**config.mk**
```make
export PLATFORM = sky130hd
export DESIGN_NAME = lfsr_rng_arbiter
export DESIGN_NICKNAME = d
export VERILOG_FILES = /design/src/rtl/lfsr_pkg.sv /design/src/rtl/lfsr4_core.sv /design/src/rtl/lfsr_rng_arbiter.sv
export SDC_FILE = /design/constraint.sdc
export NUM_CORES = 1
export LEC_CHECK = 0
export ABC_AREA = 1
export BUFFER_PORTS_ARGS = -buffer_cell sky130_fd_sc_hd__buf_2
export CORE_AREA = 2 2 60 62
export DETAILED_ROUTE_END_ITERATION = 12
export DIE_AREA = 0 0 62 64
export HOLD_SLACK_MARGIN = 0.15
export PLACE_DENSITY_LB_ADDON = 0.15
export SYNTH_ARGS = -nofsm -noshare
export SYNTH_HDL_FRONTEND = slang
export SYNTH_HIERARCHICAL = 1
export SYNTH_SLANG_ARGS = --single-unit
```
**constraint.sdc**
```tcl
create_clock -name clk -period 5 [get_ports clk]
set_input_delay 1 -clock clk [delete_from_list [all_inputs] [get_ports clk]]
set_output_delay 1 -clock clk [all_outputs]
set_load 0.03 [all_outputs]
```
**src/rtl/lfsr_pkg.sv**
```systemverilog
// Shared types and helpers for the 4-bit feedback register and its arbiter.
// Register vectors are held as {Q1,Q2,Q3,Q4}, the same order as rnd_data.
package lfsr_pkg;

    localparam int LFSR_W = 4;
    localparam logic [LFSR_W-1:0] STUCK_ZERO = 4'b0000;
    localparam logic [LFSR_W-1:0] STUCK_ONES = 4'b1111;

    typedef enum logic [1:0] {
        IDLE    = 2'd0,
        STEP    = 2'd1,
        PRESENT = 2'd2
    } state_t;

    // Q1<=Q2^Q3^Q4, Q2<=Q1, Q3<=Q2, Q4<=Q3
    function automatic logic [LFSR_W-1:0] lfsr_next(input logic [LFSR_W-1:0] q);
        return {q[2] ^ q[1] ^ q[0], q[3:1]};
    endfunction

    // Seed bit i drives stage Q(i+1), so the register view is the seed reversed.
    function automatic logic [LFSR_W-1:0] seed_to_q(input logic [LFSR_W-1:0] s);
        return {s[0], s[1], s[2], s[3]};
    endfunction

endpackage

```
**src/rtl/lfsr4_core.sv**
```systemverilog
// Four-stage feedback shift register with seed load; load beats step.
module lfsr4_core
    import lfsr_pkg::*;
#(
    parameter logic [LFSR_W-1:0] RST_SEED = 4'b0001
) (
    input  logic              clk,
    input  logic              rst,
    input  logic              load,
    input  logic [LFSR_W-1:0] load_val,
    input  logic              step,
    output logic [LFSR_W-1:0] q
);

    always_ff @(posedge clk or negedge rst) begin
        if (!rst) begin
            q <= seed_to_q(RST_SEED);
        end else if (load) begin
            q <= seed_to_q(load_val);
        end else if (step) begin
            q <= lfsr_next(q);
        end
    end

endmodule

```
**src/rtl/lfsr_rng_arbiter.sv**
```systemverilog
// Round-robin sharing of one 4-bit feedback register between NUM_REQ consumers,
// with run-time reseeding and recovery from the two stuck states.
module lfsr_rng_arbiter
    import lfsr_pkg::*;
#(
    parameter int                NUM_REQ        = 2,
    parameter int                STEPS_PER_WORD = 1,
    parameter logic [LFSR_W-1:0] RST_SEED       = 4'b0001,
    parameter logic [LFSR_W-1:0] RECOVERY_SEED  = 4'b0001
) (
    input  logic               clk,
    input  logic               rst,
    input  logic [LFSR_W-1:0]  cfg_seed,
    input  logic               cfg_load,
    input  logic               enable,
    input  logic [NUM_REQ-1:0] req,
    output logic [NUM_REQ-1:0] gnt,
    output logic               rnd_valid,
    input  logic               rnd_ready,
    output logic [LFSR_W-1:0]  rnd_data,
    output logic               busy,
    output logic               stuck_err,
    input  logic               err_clr
);

    localparam int               IDX_W     = (NUM_REQ > 1) ? $clog2(NUM_REQ) : 1;
    localparam logic [IDX_W-1:0] LAST_IDX  = IDX_W'(NUM_REQ - 1);
    localparam logic [3:0]       LAST_STEP = 4'(STEPS_PER_WORD - 1);

    state_t            state;
    logic [IDX_W-1:0]  rr_ptr;
    logic [IDX_W-1:0]  gnt_idx;
    logic [IDX_W-1:0]  pick_idx;
    logic              pick_found;
    logic [3:0]        step_cnt;
    int                cand;

    logic [LFSR_W-1:0] q;
    logic [LFSR_W-1:0] q_next;
    logic              step_stuck;
    logic              seed_bad;
    logic              core_load;
    logic              core_step;
    logic [LFSR_W-1:0] core_load_val;
    logic              gnt_req_live;

    lfsr4_core #(
        .RST_SEED (RST_SEED)
    ) u_core (
        .clk      (clk),
        .rst      (rst),
        .load     (core_load),
        .load_val (core_load_val),
        .step     (core_step),
        .q        (q)
    );

    // First active requester at or after the round-robin pointer, wrapping.
    always_comb begin
        pick_found = 1'b0;
        pick_idx   = '0;
        cand       = 0;
        for (int i = 0; i < NUM_REQ; i++) begin
            cand = int'(rr_ptr) + i;
            if (cand >= NUM_REQ) cand = cand - NUM_REQ;
            if (!pick_found && req[IDX_W'(cand)]) begin
                pick_found = 1'b1;
                pick_idx   = IDX_W'(cand);
            end
        end
    end

    assign q_next       = lfsr_next(q);
    assign step_stuck   = (q_next == q);
    assign seed_bad     = (cfg_seed == STUCK_ZERO) || (cfg_seed == STUCK_ONES);
    assign gnt_req_live = req[gnt_idx];

    always_comb begin
        core_load     = 1'b0;
        core_step     = 1'b0;
        core_load_val = cfg_seed;
        if (cfg_load) begin
            core_load     = 1'b1;
            core_load_val = seed_bad ? RECOVERY_SEED : cfg_seed;
        end else if (state == STEP) begin
            if (step_stuck) begin
                core_load     = 1'b1;
                core_load_val = RECOVERY_SEED;
            end else begin
                core_step = 1'b1;
            end
        end
    end

    always_ff @(posedge clk or negedge rst) begin
        if (!rst) begin
            state     <= IDLE;
            rr_ptr    <= '0;
            gnt_idx   <= '0;
            gnt       <= '0;
            step_cnt  <= '0;
            stuck_err <= 1'b0;
        end else begin
            if ((cfg_load && seed_bad) || (!cfg_load && state == STEP && step_stuck)) begin
                stuck_err <= 1'b1;
            end else if (err_clr) begin
                stuck_err <= 1'b0;
            end

            if (cfg_load) begin
                state <= IDLE;
                gnt   <= '0;
            end else begin
                case (state)
                    IDLE: begin
                        if (enable && pick_found) begin
                            gnt      <= NUM_REQ'(1) << pick_idx;
                            gnt_idx  <= pick_idx;
                            step_cnt <= '0;
                            state    <= STEP;
                        end
                    end
                    STEP: begin
                        // A dropped request abandons the grant; the register step still lands.
                        if (!gnt_req_live) begin
                            gnt   <= '0;
                            state <= IDLE;
                        end else begin
                            step_cnt <= step_cnt + 4'd1;
                            if (step_cnt == LAST_STEP) state <= PRESENT;
                        end
                    end
                    PRESENT: begin
                        if (!gnt_req_live) begin
                            gnt   <= '0;
                            state <= IDLE;
                        end else if (rnd_ready) begin
                            gnt    <= '0;
                            rr_ptr <= (gnt_idx == LAST_IDX) ? '0 : gnt_idx + 1'b1;
                            state  <= IDLE;
                        end
                    end
                    default: begin
                        gnt   <= '0;
                        state <= IDLE;
                    end
                endcase
            end
        end
    end

    assign rnd_valid = (state == PRESENT);
    assign busy      = (state != IDLE);
    assign rnd_data  = q;

endmodule

```
==> flow_summary.toml <==
[detailed_routing]
ant_nets = 0
drt-pass1-iter-count = 4
detail_route.vias_per_cell = 4.39
num_vias = 891
average_wire_length_per_cell_after_detail_routing_um = 10.2
remaining_drc_errors = 0
finalWirelength_um = 2080
starting_drt_drc_count = 28

[clock_tree]
cts_resized = 0
ctsRootBufferMaster = "sky130_fd_sc_hd__clkbuf_4"
clock_tree_from_tritoncts = "built"
cts_made_buffers = 3
clkLatencyLatePin_ns = 0.28
path_clk_slew_ns = 0.09
cts.sink_count = 15
postCtsHoldBufs = 0
ctsHtreeMaxLevel = 1
cts-root-to-sink-buffers = 2
number_of_buffers_added_for_setup_after_cts = 0

[cells_and_area]
antennaDiodeCount = 0
nNetsFinal = 172
ff_latch_area_um2 = 377
layout.cells.most_common_list = "sky130_fd_sc_hd__nand2_1 (36), sky130_fd_sc_hd__buf_2 (20), sky130_fd_sc_hd__nor2_1 (16)"
most_common_cell_after_layout_fill_and_taps_aside = "sky130_fd_sc_hd__nand2_1"
multi_input_area_um2 = 507
syn_to_final_growth_pct = 19.2
layout.filler_cells = 375
ratio_of_cells_with_drive_above_1_in_the_final_layout_pct = 29.9

[logic_synthesis]
synthesis.instances = 133
yosys.area.top_type = "sky130_fd_sc_hd__dfrtp_1"
ys_ff_latch = 15
ys_top_cells_by_area = "sky130_fd_sc_hd__dfrtp_1 (36%), sky130_fd_sc_hd__nand2_1 (14%), sky130_fd_sc_hd__nor2_1 (6.2%)"
synth_area_per_cell_um2 = 7.25
synth.yosys.seq_area_share_pct = 39.0
synthesis.nets = 147
synth.cell_area_um2 = 965
ys_types = 26
synth_warnings = 6
synth.top_cell.area_share_pct = 36.3

[sta]
rsz_0062_raised_after_global_routing = "no"
max_freq_ghz = 0.481
report.final.hold_viol_count = 0
finalSetupTns_ns = 0
final_min_period_over_clock_period_pct = 41.6
setup_viol = 0
worstMarginPinSlew_ns = 0.807
clock-skew-final_ns = 0.000899
final_max_slew_viol_count = 0
fin_crit_ns = 2.08
relSlewSlack_pct = 45.7

[global_route]
grt_overflow = 0
first_global_vias = 884
grt_start_max_net_pins = 16
grt_first_pass_wirelength_um = 3690
grt_antenna_before_repair = 0
track_usage_pct = 12.3

[power]
power_density_nw_per_um2 = 324
p_total_uw = 373
vdd.ir_drop.worst_v = 0.000143
p_leak_nw = 0.618

[worst_setup_path]
critical_path.slowest_cell = "sky130_fd_sc_hd__dfrtp_1"
worstSetupStartpointType = "register"
reg2reg_depth = 8
crit_path_max_incr_delay_ns = 0.41
timing.critical_path.arrival_ns = 1.08
worst_ep_required_time_ns = 4.00
r2r-end = "u_core/q[3]"
setup.worst_path.end_class = "output port"
r2r_start = "u_core/q[3]"
cp_common_cell = "sky130_fd_sc_hd__inv_1"
rrSetupSlack_ns = 3.02
crit_fanout = 3
timing_worst_setup_path_type = "register to output port"
list_of_cells_traversed_by_the_critical_path = "inv_1 > nand2_1 > inv_1 > buf_2"

[worst_hold_path]
timing.hold.worst_path_depth = 2
hold_end = "gnt[1]"
hold_path_class = "register to register"
worst_hold_startpoint = "gnt[1]"

[placed_design]
gpl.final_weighted_congestion = 0.739
hpwl_um = 1680
placement.io_buffers = 20

[floorplan]
ioPinCount = 21
placement_rows = 21
die-height_um = 64
floorplan.initialDensity_pct = 29.4
dieWidth_um = 62
placeableCoreArea_um2 = 3280
die_area_um2 = 3970

[job]
cap_viol_max_count = 0

[outcome]
outcome = "finished clean"
-- synthesized netlist by cell type --
| cell type | number |
|---|---|
| sky130_fd_sc_hd__a21oi_1 | 3 |
| sky130_fd_sc_hd__a21oi_2 | 1 |
| sky130_fd_sc_hd__and2_1 | 1 |
| sky130_fd_sc_hd__dfrtp_1 | 14 |
| sky130_fd_sc_hd__dfstp_2 | 1 |
| sky130_fd_sc_hd__ha_1 | 2 |
| sky130_fd_sc_hd__inv_1 | 14 |
| sky130_fd_sc_hd__inv_2 | 6 |
| sky130_fd_sc_hd__inv_4 | 1 |
| sky130_fd_sc_hd__nand2_1 | 36 |
| sky130_fd_sc_hd__nand2_2 | 5 |
| sky130_fd_sc_hd__nand2_4 | 1 |
| sky130_fd_sc_hd__nand2_8 | 1 |
| sky130_fd_sc_hd__nand3_1 | 10 |
| sky130_fd_sc_hd__nand3b_1 | 1 |
| sky130_fd_sc_hd__nand4_1 | 2 |
| sky130_fd_sc_hd__nor2_1 | 16 |
| sky130_fd_sc_hd__nor2_2 | 2 |
| sky130_fd_sc_hd__nor2_4 | 2 |
| sky130_fd_sc_hd__nor3_1 | 1 |
| sky130_fd_sc_hd__o211ai_1 | 1 |
| sky130_fd_sc_hd__o21ai_0 | 6 |
| sky130_fd_sc_hd__o21ai_1 | 1 |
| sky130_fd_sc_hd__o21ai_2 | 3 |
| sky130_fd_sc_hd__o22ai_1 | 1 |
| sky130_fd_sc_hd__xnor2_1 | 1 |
-- power by group --
group	switching, mW	leakage, nW	internal (mW)
logic	0.0873	0.407	0.0455
registers	0.0247	0.193	0.146
clock network	0.0400	0.0177	0.0297
-- state kept, by name, indices dropped and copies added (netlist names) --
| name | flops |
|---|---|
| gnt | 2 |
| gnt_idx | 1 |
| rr_ptr | 1 |
| state | 2 |
| step_cnt | 4 |
| stuck_err | 1 |
| u_core/q | 4 |
-- cells by family (layout without fill, tap and decap cells) --
kind of cell               count (synthesis)  after routing  share of synthesized area [%]
xor gates and xnor gates                   1              1                          0.908
DFF                                       15             15                           39.0
buffers and inverters                     21             45                           8.43
adders and majority gates                  2              2                           2.59
and+or+nand+nor                           78             78                           38.8
AOI/OAI and AO/OA                         16             16                           10.2
-- worst max-delay path by stage --
| stage | slack [ns] | start | cells past startpoint | to |
|---|---|---|---|---|
| 2_1_floorplan | 3.18 | u_core/q[3] | 8 | u_core/q[3] |
| 3_3_place_gp | 2.85 | cfg_load | 6 | u_core/q[2] |
| 3_5_place_dp | 2.84 | cfg_load | 6 | u_core/q[2] |
| 4_1_cts | 2.88 | state[0] | 4 | rnd_valid |
| 5_1_grt | 2.82 | u_core/q[3] | 8 | u_core/q[3] |
| 6_report | 2.92 | state[0] | 4 | rnd_valid |
-- per-stage QoR --
stage | worst slack [ns] | area [um2] | cells | utilization, % | hold slack [ns]
2_1_floorplan | 3.18 | 965 | 133 | - | 0.453
3_3_place_gp | 2.85 | 1120 | 199 | 34.2 | 0.460
3_5_place_dp | 2.84 | 1120 | 199 | 34.2 | 0.458
4_1_cts | 2.88 | 1150 | 203 | 35.0 | 0.489
5_1_grt | 2.82 | 1150 | 203 | 35.0 | 0.514
6_report | 2.92 | 1150 | 203 | 35.0 | 0.474
-- critical path, delay by kind of cell (launching register included) --
family,cells,cell delay (ns)
simple gates,1,0.07
buf+inv,3,0.33
flops,1,0.41
-- routing by layer --
| layer | part of all wire [%] | global-route usage, % | vias to the layer above |
|---|---|---|---|
| met2 | 43 | 19.1 | 18 |
| met1 | 51 | 16.4 | 398 |
| li1 | - | - | 473 |
| met5 | 0 | 0 | - |
| met4 | 0.91 | 4.79 | 0 |
| met3 | 4.9 | 2.23 | 2 |
-- area by class of cell --
type	instances	share of cell area, %
Tap cell	46	5.01
Inverter	21	7.07
Timing Repair Buffer	20	8.71
Sequential cell	15	32.8
Clock buffer	3	1.96
Multi-Input combinational cell	97	44.1
Clock inverter	1	0.435
No activity file was read; power rests on OpenSTA's default activity.
